==> config.mk <==
export PLATFORM = sky130hd
export DESIGN_NAME = pipe_stage_hs
export DESIGN_NICKNAME = d
export VERILOG_FILES = /design/src/rtl/pipe_pkg.sv /design/src/rtl/pipe_skid_buf.sv /design/src/rtl/pipe_stage_hs.sv
export SDC_FILE = /design/constraint.sdc
export NUM_CORES = 1
export LEC_CHECK = 0
export CAP_MARGIN = 10
export CORE_UTILIZATION = 25
export DETAILED_ROUTE_END_ITERATION = 7
export GPL_ROUTABILITY_DRIVEN = 0
export GPL_TIMING_DRIVEN = 0
export PLACE_DENSITY = 0.43
export RECOVER_POWER = 25
export SLEW_MARGIN = 20
export SYNTH_ARGS = -nofsm -noshare
export SYNTH_HDL_FRONTEND = slang
export SYNTH_SLANG_ARGS = --single-unit
==> constraint.sdc <==
create_clock -name clk_i -period 6.3 [get_ports clk_i]
set_input_delay 1.575 -clock clk_i [delete_from_list [all_inputs] [get_ports clk_i]]
set_output_delay 1.575 -clock clk_i [all_outputs]
set_load 0.01 [all_outputs]
==> src/rtl/pipe_pkg.sv <==
// Shared definitions for the ID/EX handshaked stage: control bundle layout,
// skid buffer state encoding and the bubble control word.
package pipe_pkg;

  localparam int CTRL_W = 8;

  localparam int CTRL_ALUSRC   = 0;
  localparam int CTRL_MEMTOREG = 1;
  localparam int CTRL_REGWRITE = 2;
  localparam int CTRL_MEMWRITE = 3;
  localparam int CTRL_MEMREAD  = 4;
  localparam int CTRL_ALUOP_LO = 5;
  localparam int CTRL_ALUOP_HI = 6;
  localparam int CTRL_SPARE    = 7;

  typedef enum logic [1:0] {
    EMPTY = 2'd0,
    ONE   = 2'd1,
    TWO   = 2'd2
  } skid_state_e;

  localparam logic [CTRL_W-1:0] CTRL_NOP = '0;

endpackage

==> src/rtl/pipe_skid_buf.sv <==
// Generic width-W valid/ready register slice. SKID=1 gives a 2-entry skid
// buffer with registered ready_o; SKID=0 gives a single register.
module pipe_skid_buf
  import pipe_pkg::*;
#(
  parameter int W    = 8,
  parameter bit SKID = 1'b1
) (
  input  logic         clk_i,
  input  logic         rst_i,
  input  logic         flush_i,
  input  logic         valid_i,
  output logic         ready_o,
  input  logic [W-1:0] data_i,
  output logic         valid_o,
  input  logic         ready_i,
  output logic [W-1:0] data_o
);

  logic in_xfer;
  logic out_xfer;

  assign in_xfer  = valid_i & ready_o;
  assign out_xfer = valid_o & ready_i;

  if (SKID) begin : g_skid
    skid_state_e  state_q, state_d;
    logic [W-1:0] main_q, main_d;
    logic [W-1:0] skid_q, skid_d;
    logic         ready_q, ready_d;

    always_comb begin
      state_d = state_q;
      main_d  = main_q;
      skid_d  = skid_q;
      unique case (state_q)
        EMPTY: begin
          if (in_xfer) begin
            state_d = ONE;
            main_d  = data_i;
          end
        end
        ONE: begin
          if (in_xfer && out_xfer) begin
            main_d = data_i;
          end else if (in_xfer) begin
            state_d = TWO;
            skid_d  = data_i;
          end else if (out_xfer) begin
            state_d = EMPTY;
          end
        end
        TWO: begin
          // The older skid entry moves up; no input is accepted here.
          if (out_xfer) begin
            state_d = ONE;
            main_d  = skid_q;
          end
        end
        default: state_d = EMPTY;
      endcase
      if (flush_i) begin
        state_d = EMPTY;
      end
      ready_d = (state_d != TWO);
    end

    always_ff @(posedge clk_i) begin
      if (rst_i) begin
        state_q <= EMPTY;
        ready_q <= 1'b1;
        main_q  <= '0;
        skid_q  <= '0;
      end else begin
        state_q <= state_d;
        ready_q <= ready_d;
        main_q  <= main_d;
        skid_q  <= skid_d;
      end
    end

    assign ready_o = ready_q;
    assign valid_o = (state_q != EMPTY);
    assign data_o  = main_q;
  end else begin : g_reg
    logic         valid_q, valid_d;
    logic [W-1:0] main_q, main_d;

    always_comb begin
      valid_d = valid_q;
      main_d  = main_q;
      if (in_xfer) begin
        valid_d = 1'b1;
        main_d  = data_i;
      end else if (out_xfer) begin
        valid_d = 1'b0;
      end
      if (flush_i) begin
        valid_d = 1'b0;
      end
    end

    always_ff @(posedge clk_i) begin
      if (rst_i) begin
        valid_q <= 1'b0;
        main_q  <= '0;
      end else begin
        valid_q <= valid_d;
        main_q  <= main_d;
      end
    end

    assign ready_o = ~valid_q | ready_i;
    assign valid_o = valid_q;
    assign data_o  = main_q;
  end

endmodule

==> src/rtl/pipe_stage_hs.sv <==
// ID/EX handshaked stage: payload slice plus flush, NOP forcing of the
// control bundle on bubbles and a saturating back-pressure counter.
module pipe_stage_hs
  import pipe_pkg::*;
#(
  parameter int DATA_W = 32,
  parameter int ADDR_W = 5,
  parameter int CTRL_W = pipe_pkg::CTRL_W,
  parameter bit SKID   = 1'b1,
  parameter int CNT_W  = 16
) (
  input  logic              clk_i,
  input  logic              rst_i,
  input  logic              flush_i,
  input  logic              valid_i,
  output logic              ready_o,
  input  logic [DATA_W-1:0] rs_data_i,
  input  logic [DATA_W-1:0] rt_data_i,
  input  logic [DATA_W-1:0] imm_i,
  input  logic [ADDR_W-1:0] rs_addr_i,
  input  logic [ADDR_W-1:0] rt_addr_i,
  input  logic [ADDR_W-1:0] rd_addr_i,
  input  logic [CTRL_W-1:0] ctrl_i,
  output logic              valid_o,
  input  logic              ready_i,
  output logic [DATA_W-1:0] rs_data_o,
  output logic [DATA_W-1:0] rt_data_o,
  output logic [DATA_W-1:0] imm_o,
  output logic [ADDR_W-1:0] rs_addr_o,
  output logic [ADDR_W-1:0] rt_addr_o,
  output logic [ADDR_W-1:0] rd_addr_o,
  output logic [CTRL_W-1:0] ctrl_o,
  output logic [CNT_W-1:0]  stall_cnt_o
);

  localparam int PAY_W = 3 * DATA_W + 3 * ADDR_W + CTRL_W;

  function automatic logic [CNT_W-1:0] sat_inc(input logic [CNT_W-1:0] v);
    return (&v) ? v : v + CNT_W'(1);
  endfunction

  logic [PAY_W-1:0]  pay_in;
  logic [PAY_W-1:0]  pay_out;
  logic [CTRL_W-1:0] ctrl_held;
  logic [CNT_W-1:0]  stall_cnt_q, stall_cnt_d;

  assign pay_in = {rs_data_i, rt_data_i, imm_i, rs_addr_i, rt_addr_i, rd_addr_i, ctrl_i};

  pipe_skid_buf #(
    .W    (PAY_W),
    .SKID (SKID)
  ) u_buf (
    .clk_i   (clk_i),
    .rst_i   (rst_i),
    .flush_i (flush_i),
    .valid_i (valid_i),
    .ready_o (ready_o),
    .data_i  (pay_in),
    .valid_o (valid_o),
    .ready_i (ready_i),
    .data_o  (pay_out)
  );

  assign {rs_data_o, rt_data_o, imm_o, rs_addr_o, rt_addr_o, rd_addr_o, ctrl_held} = pay_out;

  // A bubble must look like a NOP to an EX stage that ignores valid_o.
  assign ctrl_o = valid_o ? ctrl_held : CTRL_W'(CTRL_NOP);

  always_comb begin
    stall_cnt_d = stall_cnt_q;
    if (valid_o && !ready_i) begin
      stall_cnt_d = sat_inc(stall_cnt_q);
    end
  end

  always_ff @(posedge clk_i) begin
    if (rst_i) begin
      stall_cnt_q <= '0;
    end else begin
      stall_cnt_q <= stall_cnt_d;
    end
  end

  assign stall_cnt_o = stall_cnt_q;

endmodule

==> results_dict.tcl, run 1 <==
set metrics [dict create \
    grt.total_usage_pct 15.4 \
    slew_viol_final 0 \
    finalHoldViolations 0 \
    clock_latency_ps 560 \
    end_kind "register" \
    fin_nets 1700 \
    holdCritPathClass "reg -> reg" \
    drc 0 \
    crit_fanout 10 \
    layout_min_cycle_time_ps 3910 \
    async_reset_ff_share_pct 0 \
    synth-edff-count 0 \
    die_h_um 212 \
    synthFlopType "dfxtp_1" \
    clk_pin_slew_ps 60 \
    cts_tree "yes" \
    yosysSeqAreaShare_pct 46.7 \
    die-width_um 212 \
    cts_setup_buffers 0 \
    yosysWarnings 0 \
    syn_area_um2 11000 \
    grt_pass1_wl_um 53300 \
    h-tree-depth 1 \
    drtPass1Iterations 5 \
    finalClockSkew_ps 7.46 \
    final_common_cell "dfxtp_1" \
    row_count 76 \
    fin_crit_sh_pct 62.0 \
    rsz0062_at_grt "no" \
    layout-area-overhead-vs-synth_pct 39.7 \
    drt_wl_total_um 35500 \
    antenna_found_initial 0 \
    setup_viol 0 \
    worstPathRequired_ps 6720 \
    port_buffers 259 \
    synth_top_area_share_pct 46.7 \
    powerDensity_nw_per_um2 268 \
    grt_max_degree 15 \
    initial_core_util_pct 25.5 \
    clock.fmax_mhz 256 \
    cts_resized 0 \
    worst_pin_slew_ps 1100 \
    peakVddDrop_uv 176 \
    worstSetupPathType "in -> reg" \
    clk_path_buf_depth 3 \
    syn_area_per_cell_um2 8.58 \
    start_kind "primary input" \
    core_um2 43300 \
    yosys-top-cells-area "dfxtp_1 (47%), mux2i_1 (11%), nand2_1 (8.3%), a211oi_1 (8.2%), buf_4 (7.6%)" \
    dr_total_vias 9489 \
    viasPerCell 4.34 \
    grt-ovfl-total 0 \
    cts.sink_count 257 \
    wire_per_inst_um 16.2 \
    cp_data_arrival_time_ps 4320 \
    leakage_nw 6.48 \
    hold_buffers 0 \
    reg2reg_from "u_buf.g_skid.state_q[1]" \
    cts_root_buf "clkbuf_16" \
    synth_fp_nets 1408 \
    fin_util_pct 35.6 \
    drive_above_1_share_pct 10.8 \
    dp_hpwl_um 25500 \
    startpoint "ready_i" \
    io_pins 261 \
    hp-start "u_buf.g_skid.skid_q[118]" \
    drt_iter0_drc 326 \
    grt_pass1_vias 9061 \
    yosys.cell_types.count 41 \
    syn-instance-count 1283 \
    fin_setup_tns_ps 0 \
    synth-seq-cells 257 \
    ant_nets 0 \
    drv_cap 0 \
    synth_top_area_cell "dfxtp_1" \
    status "complete, no violations" \
    layout_common_cells "dfxtp_1 (257), nand2_1 (244), clkdlybuf4s50_1 (188), a21oi_1 (129), nor2_1 (128)" \
    cts_made_buffers 31 \
    die-area_um2 44900 \
    max_slew_margin_pct 26.9 \
]
==> report_power, final <==
part / switching [mW] / internal, mW
Clock: 0.707 / 1.11
Sequential: 0.0414 / 1.70
Combinational: 0.253 / 0.300
==> kinds of logic after synthesis <==
| kind of cell | synth area share, % |
|---|---|
| multiplexers | 11.1 |
| AND/OR/NAND/NOR | 15.3 |
| XOR/XNOR | 0.0795 |
| adder cells (fa/ha/maj) | 0.114 |
| buffers and inverters | 11.2 |
| AO/OA/AOI/OAI | 15.5 |
| flip-flops | 46.7 |
==> area by class of cell <==
class                      count  area [µm²]
timing repair buffer         259        2590
tap                          585         732
inverter                       7        26.3
buffer                       207        1210
clock buffer                  52         965
multi-input combinational    812        4630
fill                        4519       27900
antenna                        2        5.00
clock inverter                 5        77.6
sequential                   257        5140
==> critical path, stage by stage <==
cell	delay [ps]
dlygate4sd3_1	690
o21ba_1	290
a21oi_1	250
clkbuf_1	850
clkbuf_1	500
a211oi_1	150
==> cells in the mapped netlist, types with 2 or more instances <==
library cell  instances
o21a_1                2
or4_1                 4
clkbuf_1             76
nand4_1               4
inv_1                 7
buf_1                 7
nor2b_1              11
o31ai_1               2
a21oi_1             129
dfxtp_1             257
o21ai_0               4
nand3_1               8
a211oi_1            121
mux2_1                3
mux2i_1             119
buf_4               111
nor2_1              128
nand2_1             244
and3_1                3
nor3_1                4
nor4_1                3
o41ai_1               2
buf_2                13
or3_1                 4
==> state kept, by name (all words and copies together) (netlist names) <==
name and cells:
stall_cnt_o 16, u_buf.data_o 119, u_buf.g_skid.skid_q 119, u_buf.g_skid.state_q 2
u_buf.ready_o 1
==> metrics by stage <==
| step | instances | hold slack (ps) | cell area [µm²] | total power, mW | setup WS [ps] |
|---|---|---|---|---|---|
| final | 2186 | 451 | 15400 | 4.12 | 2390 |
| after global routing | 2184 | 468 | 15400 | 4.30 | 2140 |
| after CTS | 2184 | 454 | 15400 | 4.21 | 2460 |
| after detailed placement | 2127 | 446 | 14300 | 2.36 | 1840 |
| after global placement | 2127 | 441 | 14300 | 2.36 | 1910 |
| after floorplan | 1283 | 436 | 11000 | 2.06 | 3190 |
==> routing by layer <==
layer | up-vias | wire length (µm) | GRT usage [%]
met4 | 0 | 568 | 3.82
met3 | 33 | 1630 | 2.82
met5 | - | 0 | 0
met2 | 165 | 16700 | 25.3
li1 | 4873 | - | -
met1 | 4418 | 16500 | 20.7
==> worst paths after layout <==
check                             endpoint  slack (ps)  cells past startpoint
setup reg to reg          u_buf.data_o[18]        3710                      6
hold reg to reg   u_buf.g_skid.skid_q[118]         450                      2
setup / recovery          u_buf.data_o[18]        2390                      6
hold / removal    u_buf.g_skid.skid_q[118]         450                      2
No activity file was read; power rests on OpenSTA's default activity.
==> run 2, diff against run 1 <==
- clock period: 6.3 -> 4 ns (I/O delays scaled with it)
==> results_dict.tcl, run 2 (same netlist as run 1, synthesis figures left out) <==
set metrics [dict create \
    row_count 76 \
    drv_cap 0 \
    worstSetupPathType "in -> reg" \
    clk_pin_slew_ps 60 \
    wire_per_inst_um 16.2 \
    antenna_found_initial 0 \
    grt_pass1_wl_um 53300 \
    initial_core_util_pct 25.5 \
    clock_latency_ps 570 \
    slew_viol_final 0 \
    leakage_nw 6.48 \
    peakVddDrop_uv 277 \
    die-width_um 212 \
    ant_nets 0 \
    grt-ovfl-total 0 \
    switching_share_pct 24.3 \
    layout_common_cells "dfxtp_1 (257), nand2_1 (244), clkdlybuf4s50_1 (188), a21oi_1 (129), nor2_1 (128)" \
    hold_buffers 0 \
    finalPower_mw 6.49 \
    dp_hpwl_um 25500 \
    holdCritPathClass "reg -> reg" \
    drc 0 \
    max_slew_margin_pct 26.8 \
    die-area_um2 44900 \
    pwr-share-clk_pct 44.2 \
    drt_iter0_drc 329 \
    cts.sink_count 257 \
    grt_pass1_vias 9061 \
    holdWs_ps 451 \
    crit_fanout 10 \
    drive_above_1_share_pct 10.8 \
    dp.cells 2127 \
    fin_crit_sh_pct 83.3 \
    worstPathRequired_ps 4420 \
    io_pins 261 \
    drtPass1Iterations 5 \
    final_common_cell "dfxtp_1" \
    pwr-share-seq_pct 42.4 \
    dr_total_vias 9471 \
    drt_wl_total_um 35500 \
    worst_pin_slew_ps 1100 \
    num-fill-cells 4519 \
    setup_viol 0 \
    start_kind "primary input" \
    fin_setup_tns_ps 0 \
    h-tree-depth 1 \
    viasPerCell 4.33 \
    layout_min_cycle_time_ps 3330 \
    powerDensity_nw_per_um2 422 \
    cp_data_arrival_time_ps 3750 \
    clk_path_buf_depth 3 \
    cts_made_buffers 31 \
    fin_nets 1700 \
    grt_max_degree 15 \
    port_buffers 259 \
    cts_setup_buffers 0 \
    die_h_um 212 \
    cts_resized 0 \
    p_sw_mw 1.58 \
    core_um2 43300 \
    pwr-share-comb_pct 13.4 \
    layout-area-overhead-vs-synth_pct 39.7 \
    rsz0062_at_grt "no" \
    cts_root_buf "clkbuf_16" \
    cts_tree "yes" \
    end_kind "register" \
    intPower_mw 4.91 \
    grt.total_usage_pct 15.4 \
    status "complete, no violations" \
    finalClockSkew_ps 8.35 \
    clock.fmax_mhz 300 \
    fin_cells 2186 \
    finalHoldViolations 0 \
]
==> run 2: cell count changes in the layout (fill, tap and decap cells not counted) <==
cell / previous run / this run
buf_1: 7 / 6
clkbuf_1: 86 / 87
==> run 2: final cells by class <==
type                            count  area (µm²)  share of cell area [%]
Antenna cell                        2        5.00                  0.0325
Timing Repair Buffer              259        2590                    16.8
Multi-Input combinational cell    812        4630                    30.1
Clock inverter                      5        77.6                   0.504
Inverter                            7        26.3                   0.171
Sequential cell                   257        5140                    33.4
Tap cell                          585         732                    4.76
Buffer                            207        1210                    7.86
Clock buffer                       52         965                    6.27
==> run 2: final timing paths <==
path | from | endpoint | slack (ps) | cells after the start
setup / recovery | ready_i | u_buf.data_o[18] | 670 | 6
hold reg to reg | u_buf.g_skid.skid_q[118] | u_buf.g_skid.skid_q[118] | 450 | 2
setup reg to reg | u_buf.g_skid.state_q[1] | u_buf.data_o[18] | 1410 | 6
hold / removal | u_buf.g_skid.skid_q[118] | u_buf.g_skid.skid_q[118] | 450 | 2
==> run 2: power by group through the flow <==
| stage | combinational (mW) | clock (mW) | sequential [mW] |
|---|---|---|---|
| after global routing | 0.952 | 3.06 | 2.77 |
| after detailed placement | 0.911 | 0 | 2.81 |
| after CTS | 0.914 | 2.97 | 2.75 |
| final | 0.871 | 2.87 | 2.75 |
| after global placement | 0.908 | 0 | 2.81 |
| after floorplan | 0.455 | 0 | 2.79 |
==> run 2: through the flow <==
step	area (µm²)	setup WS, ps	utilization (%)
after global placement	14300	188	33.1
after global routing	15400	418	35.5
after CTS	15400	735	35.5
final	15400	669	35.6
after detailed placement	14300	118	33.1
after floorplan	11000	1470	-
==> run 2: worst max-delay path, stage by stage <==
cell           delay, ps
dlygate4sd3_1        690
o21ba_1              290
a21oi_1              250
clkbuf_1             850
clkbuf_1             500
a211oi_1             150
==> run 2: metal layers <==
layer  part of all wire (%)  global-route usage [%]
met5                      0                       0
met4                    1.5                    3.82
met3                    4.7                    2.82
met2                     47                    25.3
met1                     47                    20.7
==> run 3, diff against run 2 <==
- clock period: 4 -> 3.1 ns (I/O delays scaled with it)
==> results_dict.tcl, run 3 (same netlist as run 1, synthesis figures left out) <==
set metrics [dict create \
    end_kind "primary output" \
    leakage_nw 6.48 \
    final_common_cell "dfxtp_1" \
    grt.total_usage_pct 15.4 \
    layout_min_cycle_time_ps 2900 \
    initial_core_util_pct 25.5 \
    layout-area-overhead-vs-synth_pct 39.7 \
    startpoint "u_buf.g_skid.state_q[1]" \
    cts.sink_count 257 \
    finalClockSkew_ps 7.35 \
    status "complete, no violations" \
    intPower_mw 6.33 \
    clock.fmax_mhz 345 \
    start_kind "register" \
    switching_share_pct 24.3 \
    drt_iter0_drc 312 \
    wl_met3_um 1590 \
    cts_made_buffers 31 \
    port_buffers 259 \
    grt_max_degree 15 \
    drv_cap 0 \
    clk_path_buf_depth 3 \
    crit_fanout 9 \
    setup_viol 0 \
    cts_tree "yes" \
    ff2ff_setup_slack_ps 610 \
    fin_crit_sh_pct 93.5 \
    multi_input_area_um2 4630 \
    die-area_um2 44900 \
    p_sw_mw 2.03 \
    finalPower_mw 8.37 \
    worst_pin_slew_ps 992 \
    fin_area_um2 15400 \
    drtPass1Iterations 4 \
    row_count 76 \
    slew_viol_final 0 \
    drc 0 \
    cts_root_buf "clkbuf_16" \
    h-tree-depth 1 \
    drt_wl_total_um 35400 \
    pwr-share-comb_pct 13.4 \
    max_slew_margin_pct 33.9 \
    dp.cells 2127 \
    wire_per_inst_um 16.2 \
    routed.top_layer "met4" \
    wl_met2_um 16700 \
    grt_pass1_vias 9061 \
    core_um2 43300 \
    rsz0062_at_grt "no" \
    dp_hpwl_um 25500 \
    register_area_um2 5140 \
    wl_met1_um 16600 \
    fin_util_pct 35.6 \
    holdCritPathClass "reg -> reg" \
    viasPerCell 4.33 \
    ant_nets 0 \
    grt_pass1_wl_um 53300 \
    reg2reg_from "u_buf.g_skid.state_q[0]" \
    layout_common_cells "dfxtp_1 (257), nand2_1 (244), clkdlybuf4s50_1 (189), a21oi_1 (129), nor2_1 (128)" \
    fin_cells 2186 \
    finalHoldViolations 0 \
    powerDensity_nw_per_um2 544 \
    clk_pin_slew_ps 60 \
    antenna_found_initial 0 \
    io_pins 261 \
    clock_latency_ps 560 \
    die-width_um 212 \
    dr_total_vias 9467 \
    hold_buffers 0 \
    post_dp_cell_area_um2 14300 \
    num-fill-cells 4518 \
    die_h_um 212 \
    hp-start "u_buf.g_skid.skid_q[118]" \
    pwr-share-clk_pct 44.2 \
    cp_data_arrival_time_ps 2120 \
    grt-ovfl-total 0 \
    peakVddDrop_uv 356 \
    pwr-share-seq_pct 42.4 \
    worstSetupPathType "reg -> out" \
    worstPathRequired_ps 2320 \
    drive_above_1_share_pct 10.8 \
    fin_nets 1700 \
]
==> run 3: cell types whose count changed in the layout (fill, tap and decap cells not counted), sizes merged <==
cell           delta
dlygate4sd3       -1
clkdlybuf4s50     +1
==> run 3: final cells by class <==
cell class	count	area share, %
clock inverters	5	0.504
diodes	2	0.0325
multi-input cells	812	30.1
clock buffers	52	6.27
plain buffers	207	7.87
well taps	585	4.76
inverters	7	0.171
repair buffers	259	16.8
flip-flops and latches	257	33.4
==> run 3: worst max-delay path, stage by stage, from the launching register on <==
cell and delay (ps):
dfxtp_1 360, nor2_1 520, nor2b_1 170, clkdlybuf4s50_1 520
==> run 3: metrics by stage <==
step | setup TNS, ps | hold slack [ps] | setup WS, ps
after floorplan | 0 | 436 | 792
after global placement | -63610 | 441 | -487
after detailed placement | -72980 | 446 | -557
after CTS | 0 | 454 | 60.1
after global routing | 0 | 468 | 27.0
final | 0 | 451 | 203
==> run 3: path summary, 6_finish.rpt <==
path	endpoint	cells after the start
min	u_buf.g_skid.skid_q[118]	2
max reg2reg	u_buf.data_o[51]	6
max	ctrl_o[0]	3
min reg2reg	u_buf.g_skid.skid_q[118]	2
==> run 3: what timing repair did <==
| item | in CTS | in global routing |
|---|---|---|
| gates resized for setup | 0 | 3 |
| endpoints found under the setup margin | 0 | 95 |
| buffers inserted | 0 | 0 |
==> run 3: layer usage <==
layer	vias to the layer above	track usage (%)
met5	-	0
met4	0	3.82
met3	33	2.82
met2	161	25.3
met1	4400	20.7
li1	4873	-
==> run 3: power by group through the flow <==
stage	clock, mW	combinational [mW]	sequential (mW)
final	3.69	1.12	3.55
after global routing	3.95	1.23	3.57
after CTS	3.83	1.18	3.55
after detailed placement	0	1.17	3.62
after global placement	0	1.17	3.62
after floorplan	0	0.587	3.59
